==> src/rtl/vga_timing_ctrl.sv <==
// vga_timing_ctrl: 640x480@60 VGA timing generator with a two-stage
// colour/sync pipeline and a frame-boundary note latch.
// Optional build macro VGA_TEST_PATTERN_EN adds the test_en input, which
// replaces the renderer colour with eight 80-pixel vertical colour bars.
module vga_timing_ctrl #(
    parameter int unsigned H_SYNC   = 96,
    parameter int unsigned H_BACK   = 48,
    parameter int unsigned H_ACTIVE = 640,
    parameter int unsigned H_FRONT  = 16,
    parameter int unsigned V_SYNC   = 2,
    parameter int unsigned V_BACK   = 33,
    parameter int unsigned V_ACTIVE = 480,
    parameter int unsigned V_FRONT  = 10
) (
    input  logic        vga_clk,
    input  logic        rst_n,
`ifdef VGA_TEST_PATTERN_EN
    input  logic        test_en,
`endif
    input  logic [7:0]  note_in,
    input  logic [23:0] pos_data,
    output logic [9:0]  pos_x,
    output logic [9:0]  pos_y,
    output logic [7:0]  note_frame,
    output logic        frame_start,
    output logic        hsync,
    output logic        vsync,
    output logic [23:0] rgb
);

    localparam int unsigned CNT_W   = 10;
    localparam int unsigned RGB_W   = 24;
    localparam int unsigned H_TOTAL = H_SYNC + H_BACK + H_ACTIVE + H_FRONT;
    localparam int unsigned V_TOTAL = V_SYNC + V_BACK + V_ACTIVE + V_FRONT;

    localparam logic [CNT_W-1:0] H_LAST   = CNT_W'(H_TOTAL - 1);
    localparam logic [CNT_W-1:0] V_LAST   = CNT_W'(V_TOTAL - 1);
    localparam logic [CNT_W-1:0] H_ACT_LO = CNT_W'(H_SYNC + H_BACK);
    localparam logic [CNT_W-1:0] H_ACT_HI = CNT_W'(H_SYNC + H_BACK + H_ACTIVE - 1);
    localparam logic [CNT_W-1:0] V_ACT_LO = CNT_W'(V_SYNC + V_BACK);
    localparam logic [CNT_W-1:0] V_ACT_HI = CNT_W'(V_SYNC + V_BACK + V_ACTIVE - 1);
    localparam logic [CNT_W-1:0] H_SYNC_N = CNT_W'(H_SYNC);
    localparam logic [CNT_W-1:0] V_SYNC_N = CNT_W'(V_SYNC);

    logic [CNT_W-1:0] h_cnt_q, h_cnt_d;
    logic [CNT_W-1:0] v_cnt_q, v_cnt_d;
    logic             eof_c;
    logic             act_c, hs0_c, vs0_c;
    logic             act1_q, hs1_q, vs1_q;
    logic             hsync_q, vsync_q;
    logic [RGB_W-1:0] rgb_q, rgb_d;
    logic [7:0]       note_frame_q;
    logic             frame_start_q;

`ifdef VGA_TEST_PATTERN_EN
    logic [2:0] bar0_c, bar1_q;

    // Colour of each 80-pixel test bar, left to right
    function automatic logic [RGB_W-1:0] bar_rgb(input logic [2:0] idx);
        case (idx)
            3'd0:    bar_rgb = 24'hFFFFFF;
            3'd1:    bar_rgb = 24'hFFFF00;
            3'd2:    bar_rgb = 24'h00FFFF;
            3'd3:    bar_rgb = 24'h00FF00;
            3'd4:    bar_rgb = 24'hFF00FF;
            3'd5:    bar_rgb = 24'hFF0000;
            3'd6:    bar_rgb = 24'h0000FF;
            default: bar_rgb = 24'h000000;
        endcase
    endfunction
`endif

    // Raster counter advance; vertical steps only on the last pixel of a line
    always_comb begin
        h_cnt_d = h_cnt_q + CNT_W'(1);
        v_cnt_d = v_cnt_q;
        eof_c   = (h_cnt_q == H_LAST) && (v_cnt_q == V_LAST);
        if (h_cnt_q == H_LAST) begin
            h_cnt_d = '0;
            v_cnt_d = (v_cnt_q == V_LAST) ? '0 : v_cnt_q + CNT_W'(1);
        end
    end

    // Stage 0: active window, renderer coordinates and raw sync levels
    always_comb begin
        act_c = (h_cnt_q >= H_ACT_LO) && (h_cnt_q <= H_ACT_HI) &&
                (v_cnt_q >= V_ACT_LO) && (v_cnt_q <= V_ACT_HI);
        pos_x = act_c ? (h_cnt_q - H_ACT_LO) : '0;
        pos_y = act_c ? (v_cnt_q - V_ACT_LO) : '0;
        hs0_c = (h_cnt_q >= H_SYNC_N);
        vs0_c = (v_cnt_q >= V_SYNC_N);
    end

`ifdef VGA_TEST_PATTERN_EN
    assign bar0_c = 3'(pos_x / CNT_W'(80));
`endif

    // Stage 2 colour select: blanking forces black
    always_comb begin
        rgb_d = '0;
        if (act1_q) begin
`ifdef VGA_TEST_PATTERN_EN
            rgb_d = test_en ? bar_rgb(bar1_q) : pos_data;
`else
            rgb_d = pos_data;
`endif
        end
    end

    // Raster counters
    always_ff @(posedge vga_clk) begin
        if (!rst_n) begin
            h_cnt_q <= '0;
            v_cnt_q <= '0;
        end else begin
            h_cnt_q <= h_cnt_d;
            v_cnt_q <= v_cnt_d;
        end
    end

    // Two-stage pipeline keeping sync and colour aligned with BRAM latency
    always_ff @(posedge vga_clk) begin
        if (!rst_n) begin
            act1_q  <= 1'b0;
            hs1_q   <= 1'b1;
            vs1_q   <= 1'b1;
            hsync_q <= 1'b1;
            vsync_q <= 1'b1;
            rgb_q   <= '0;
        end else begin
            act1_q  <= act_c;
            hs1_q   <= hs0_c;
            vs1_q   <= vs0_c;
            hsync_q <= hs1_q;
            vsync_q <= vs1_q;
            rgb_q   <= rgb_d;
        end
    end

`ifdef VGA_TEST_PATTERN_EN
    // Bar index travels alongside act through stage 1
    always_ff @(posedge vga_clk) begin
        if (!rst_n) begin
            bar1_q <= '0;
        end else begin
            bar1_q <= bar0_c;
        end
    end
`endif

    // Frame-boundary note latch and frame start pulse
    always_ff @(posedge vga_clk) begin
        if (!rst_n) begin
            note_frame_q  <= '0;
            frame_start_q <= 1'b0;
        end else begin
            frame_start_q <= eof_c;
            if (eof_c) begin
                note_frame_q <= note_in;
            end
        end
    end

    assign hsync       = hsync_q;
    assign vsync       = vsync_q;
    assign rgb         = rgb_q;
    assign note_frame  = note_frame_q;
    assign frame_start = frame_start_q;

endmodule

==> config.mk <==
export PLATFORM = sky130hd
export DESIGN_NAME = vga_timing_ctrl
export DESIGN_NICKNAME = d
export VERILOG_FILES = /design/src/rtl/vga_timing_ctrl.sv
export SDC_FILE = /design/constraint.sdc
export NUM_CORES = 1
export LEC_CHECK = 0
export BUFFER_PORTS_ARGS = -buffer_cell sky130_fd_sc_hd__buf_2
export CAP_MARGIN = 0
export CORE_ASPECT_RATIO = 1.1
export CORE_MARGIN = 4
export CORE_UTILIZATION = 30
export CTS_CLUSTER_DIAMETER = 100
export DETAILED_ROUTE_END_ITERATION = 10
export GPL_ROUTABILITY_DRIVEN = 0
export SLEW_MARGIN = 0
export SYNTH_ARGS = -nofsm -noshare
export SYNTH_HDL_FRONTEND = slang
export SYNTH_SLANG_ARGS = --single-unit
==> constraint.sdc <==
create_clock -name vga_clk -period 2.3 [get_ports vga_clk]
set_input_delay 0.46 -clock vga_clk [delete_from_list [all_inputs] [get_ports vga_clk]]
set_output_delay 0.46 -clock vga_clk [all_outputs]
set_load 0.005 [all_outputs]
# Word-level counts from Yosys, hierarchy flattened
# Cells that the tools add are included.
totals:
  ff_bits: 58
  in_bits: 34
  output_inout_bits: 55
  elab_cells: 32
op_classes:
  addsub: 4
  n_lt_le_gt_ge: 6
  n_eq_ne: 2
  n_mux: 3
  n_bitwise: 1
  reduce_logical: 6
op_table:
  columns: ["op", "count"]
  rows:
  - ["$mux 10", 3]
  - ["$add 10x1->10 const B", 2]
  - ["$eq 10x10->1 const B", 2]
  - ["$le 10x10->1 const B", 2]
  - ["$ge 10x2->1 const B", 1]
  - ["$ge 10x6->1 const B", 1]
  - ["$ge 10x7->1 const B", 1]
  - ["$ge 10x8->1 const B", 1]
  - ["$sub 10x6->10 const B", 1]
  - ["$sub 10x8->10 const B", 1]
  - ["$logic_and 1x1->1", 4]
  - ["$reduce_and 2->1", 1]
  - ["$reduce_or 2->1", 1]
  - ["$not 1->1", 1]

# Longest topological paths before layout
depth:
  depth_word: 5
  depth_mapped: 8
  ltp_nobuf: 6

# Worst setup path after synthesis
# Ideal clock, no wire load.
synth_path:
  path_type: "register -> output"
  startpoint: "register v_cnt_q[0]"
  endpoint: "output pos_y[8]"
  arrival_ns: 1.803
  required_ns: 1.840
  slack_ns: 0.037
  stages_incl_launch_ff: 8
  path_buffers: 2
  cell_sequence: "dfxtp_1 -> ha_1 -> clkbuf_1 -> o41a_2 -> or3_1 -> o2111ai_1 -> buf_2 -> nor2_1"
synth_via:
  elab_chain_cells: 4
  elab_cells_between_ends: 6
  classes_between: "add/sub (1); order compare (2); mux (1); reduce/logical (2)"
synth_rtl:
  columns: ["item", "line_no", "text"]
  rows:
  - ["start: declaration", "46", "logic [CNT_W-1:0] v_cnt_q, v_cnt_d;"]
  - ["start signal: assignment", "117", "v_cnt_q <= v_cnt_d;"]
  - ["$ge 10x6->1", "87", "(v_cnt_q >= V_ACT_LO) && (v_cnt_q <= V_ACT_HI);"]
  - ["$logic_and 1x1->1", "86", "act_c = (h_cnt_q >= H_ACT_LO) && (h_cnt_q <= H_ACT_HI) &&"]
  - ["$logic_and 1x1->1", "87", null]
  - ["$mux 10 (*)", "89", "pos_y = act_c ? (v_cnt_q - V_ACT_LO) : '0;"]
  - ["end: declaration", "23", "output logic [9:0] pos_y,"]
# Every way passes the cells marked *; elsewhere a longest branch is shown, timed or not.

# Worst setup path after layout
layout_path:
  startpoint: "register v_cnt_q[3]"
  endpoint: "output pos_x[7]"
layout_via:
  elab_chain_cells: 4
  elab_cells_between_ends: 5
  classes_between: "order compare (2); mux (1); reduce/logical (2)"
layout_rtl:
  columns: ["item", "line_no", "text"]
  rows:
  - ["$ge 10x6->1", "87", null]
  - ["$logic_and 1x1->1", "86", null]
  - ["$logic_and 1x1->1 (*)", "87", null]
  - ["$mux 10 (*)", "88", "pos_x = act_c ? (h_cnt_q - H_ACT_LO) : '0;"]
  - ["end: declaration", "22", "output logic [9:0] pos_x,"]
# Marks and branches as above.

==> results.py <==
metrics = {
    "sta": {
        "final_hold_viol_count": 0,
        "relSlewSlack_pct": 60.12,
        "layout_worst_path_cycle_share_pct": 112.4,
        "setup_viol": 20,
        "slew_violations": 0,
        "max_freq_ghz": 0.3870,
        "timing.hold.ws_ps": 341.2,
        "worst_pin_slew_ps": 597.4,
        "min_period_ps": 2584,
        "rsz0062_at_grt": "true",
        "clock_skew_ps": 7.684,
        "finalWorstSetupSlack_ps": -284.3,
    },
    "die": {
        "core_area_mm2": 0.008083,
        "rows": 34,
        "start_util_pct": 31.30,
        "fp.dieW_um": 95.56,
        "ios": 89,
        "die_h_um": 104.3,
        "die-area_mm2": 0.009968,
    },
    "synthesis": {
        "ys_warn_count": 0,
        "async_flop_share_pct": 0,
        "avgSynthCellArea_um2": 9.166,
        "synth_seq_area_share_pct": 45.90,
        "synthesis.area_mm2": 0.002530,
        "synth_ff_type": "dfxtp_1",
        "synthCells": 276,
        "synth_edf_count": 0,
        "ys_ff_latch": 58,
        "netlist-cell-type-count": 43,
        "syn-num-nets": 320,
    },
    "detailed_routing": {
        "drc": 0,
        "drt_iter0_markers": 122,
        "ant_nets": 0,
        "vias_per_cell": 4.713,
        "drt_first_pass_iters": 4,
        "vias": 2366,
        "wl_per_cell_um": 13.40,
        "totalWireLength_um": 6729,
    },
    "clock_tree": {
        "clock_path_buffers": 2,
        "cts_tree": "done",
        "cts_sinks": 58,
        "insertion_delay_ps": 330,
        "cts_buffers": 9,
        "cts_root_buffer": "clkbuf_8",
        "path_clk_slew_ps": 70,
        "htree_levels": 3,
    },
    "status": {
        "violations": "negative setup slack",
        "status": "finished, violations left",
    },
    "final_layout": {
        "final_cell_mix": "88 x buf_2, 55 x dfxtp_1, 30 x buf_4",
        "final_common_cell": "buf_2",
        "diodes": 0,
        "stdcell_count": 502,
        "fill_cells": 808,
        "drive_above_1_share_pct": 42.89,
        "area_growth_syn_to_layout_pct": 43.87,
        "fin_util_pct": 45.03,
        "finalInstanceArea_mm2": 0.003640,
        "fin_nets": 433,
    },
    "power_and_ir_drop": {
        "swShare_pct": 20.50,
        "comb_power_share_pct": 3.4,
        "pwr-share-clk_pct": 48.5,
        "p_leak_nw": 1.747,
        "power.internal_mw": 1.686,
        "finalPower_mw": 2.120,
        "power_switching_mw": 0.4347,
        "seqPwrFrac_pct": 48.0,
        "peakVddDrop_mv": 0.2556,
        "power.density_mw_per_mm2": 582.5,
    },
    "job": {
        "cap_violations": 0,
    },
    "worst_setup_path": {
        "cp_max_fo": 5,
        "start_kind": "register",
        "cp-end-kind": "output port",
        "worstPathArrival_ps": 2120,
        "path_class": "reg2out",
        "r2r.worst_path.cells": 7,
        "required_ps": 1840,
    },
    "grt": {
        "grt_max_degree": 27,
        "grt_pass1_wl_um": 10720,
        "grt_use_total_pct": 13.56,
        "antenna_found_initial": 0,
        "grt_overflow_total": 0,
        "grt_pass1_vias": 2225,
    },
    "placed_design": {
        "hpwl_um": 4949,
        "port-buffer-count": 88,
        "dp_cells": 482,
        "post_dp_cell_area_mm2": 0.003247,
    },
    "worst_hold_path": {
        "worstHoldPathCells": 2,
        "min_path_type": "in2reg",
    },
}
## layer usage
| layer | part of all wire, % | wire, um | track usage [%] | vias up |
|---|---|---|---|---|
| met3 | 10 | 695 | 4.848 | 7 |
| met4 | 1.1 | 72 | 3.659 | 0 |
| met2 | 47 | 3172 | 22.70 | 93 |
| met5 | 0 | 0 | 0 | - |
| met1 | 41 | 2789 | 16.14 | 1088 |
| li1 | - | - | - | 1178 |
## sequential cells by signal, summed over array words and instances (netlist names)
name and cells:
h_cnt_q 10, v_cnt_q 10, frame_start 1, rgb 24
vs1_q 1, hsync 1, act1_q 1, hs1_q 1
note_frame 8, vsync 1
## power groups by stage
stage | sequential, mW | combinational [mW] | clock [mW]
3_3_place_gp | 1.04 | 0.0722 | 0
6_report | 1.02 | 0.0731 | 1.03
5_1_grt | 1.02 | 0.0818 | 1.10
2_1_floorplan | 1.04 | 0.0276 | 0
3_5_place_dp | 1.04 | 0.0725 | 0
4_1_cts | 1.02 | 0.0737 | 1.06
## what timing repair did
item | CTS | global route
hold buffers | 0 | 0
setup buffers | 3 | 0
resized for setup | 23 | 11
gates cloned | 1 | 0
pin swaps | 16 | 4
setup endpoints to repair | 20 | 20
## logic make-up after synthesis
| logic type | count (synthesis) | synth area share, % |
|---|---|---|
| flip-flops | 58 | 45.90 |
| buffers and inverters | 34 | 6.182 |
| AND/OR/NAND/NOR | 117 | 25.27 |
| adder cells (fa/ha/maj) | 10 | 4.946 |
| XOR/XNOR | 20 | 6.924 |
| AO/OA/AOI/OAI | 37 | 10.78 |
## per-stage QoR
step | worst slack (ps) | setup TNS [ps]
finish | -284.3 | -5181
global route | -376.1 | -6771
CTS | -294.9 | -5465
detailed placement | -205.9 | -1878
global placement | -131.2 | -846.2
floorplan | 36.86 | 0
## synthesized netlist by cell type, drive strengths merged (2+ instances only)
| cell type | number | share of area [%] |
|---|---|---|
| xor2 | 3 | 1.0 |
| nor4 | 5 | 1.2 |
| a22o | 8 | 2.8 |
| o31ai | 3 | 0.89 |
| o21ai | 6 | 1.3 |
| nand4b | 2 | 0.69 |
| xnor2 | 17 | 5.9 |
| inv | 12 | 1.8 |
| clkbuf | 13 | 1.9 |
| buf | 9 | 2.5 |
| and3 | 25 | 6.2 |
| a21oi | 11 | 2.2 |
| nand3 | 6 | 1.2 |
| and4 | 2 | 0.74 |
| nor2 | 35 | 5.2 |
| nand2 | 12 | 1.8 |
| nand2b | 4 | 0.99 |
| or4 | 3 | 1.0 |
| or3 | 9 | 2.4 |
| ha | 10 | 4.9 |
| dfxtp | 58 | 46 |
| nor3 | 6 | 1.6 |
| nand4 | 4 | 0.99 |
## cell type report
type                    count  area [um^2]  share of cell area, %
clock buffers              11        141.4                  3.885
clock inverters             5        77.57                  2.131
inverters                  12        45.04                  1.238
multi-input cells         184         1334                  36.64
flip-flops and latches     58         1165                  32.00
well taps                 108        135.1                  3.713
repair buffers            124        742.0                  20.39
## worst max-delay path: stages, from the launching register on
cell and delay [ps]:
dfxtp_1 370, or3_1 430, o31ai_4 360, o2111ai_4 220, buf_6 190, nor3_4 100, buf_2 130
## path summary, 6_finish.rpt
path / slack [ps] / end / startpoint
worst max-delay path: -280 / pos_x[7] / v_cnt_q[3]$_SDFFE_PN0N_
worst min-delay path: 340 / note_frame[6]$_SDFFE_PN0P_ / note_in[6]
worst min register to register: 410 / vsync$_SDFF_PN1_ / vs1_q$_SDFF_PN1_
worst max register to register: 270 / v_cnt_q[9]$_SDFFE_PN0N_ / h_cnt_q[0]$_SDFF_PP0_
Power figures use the tool's default switching activity.
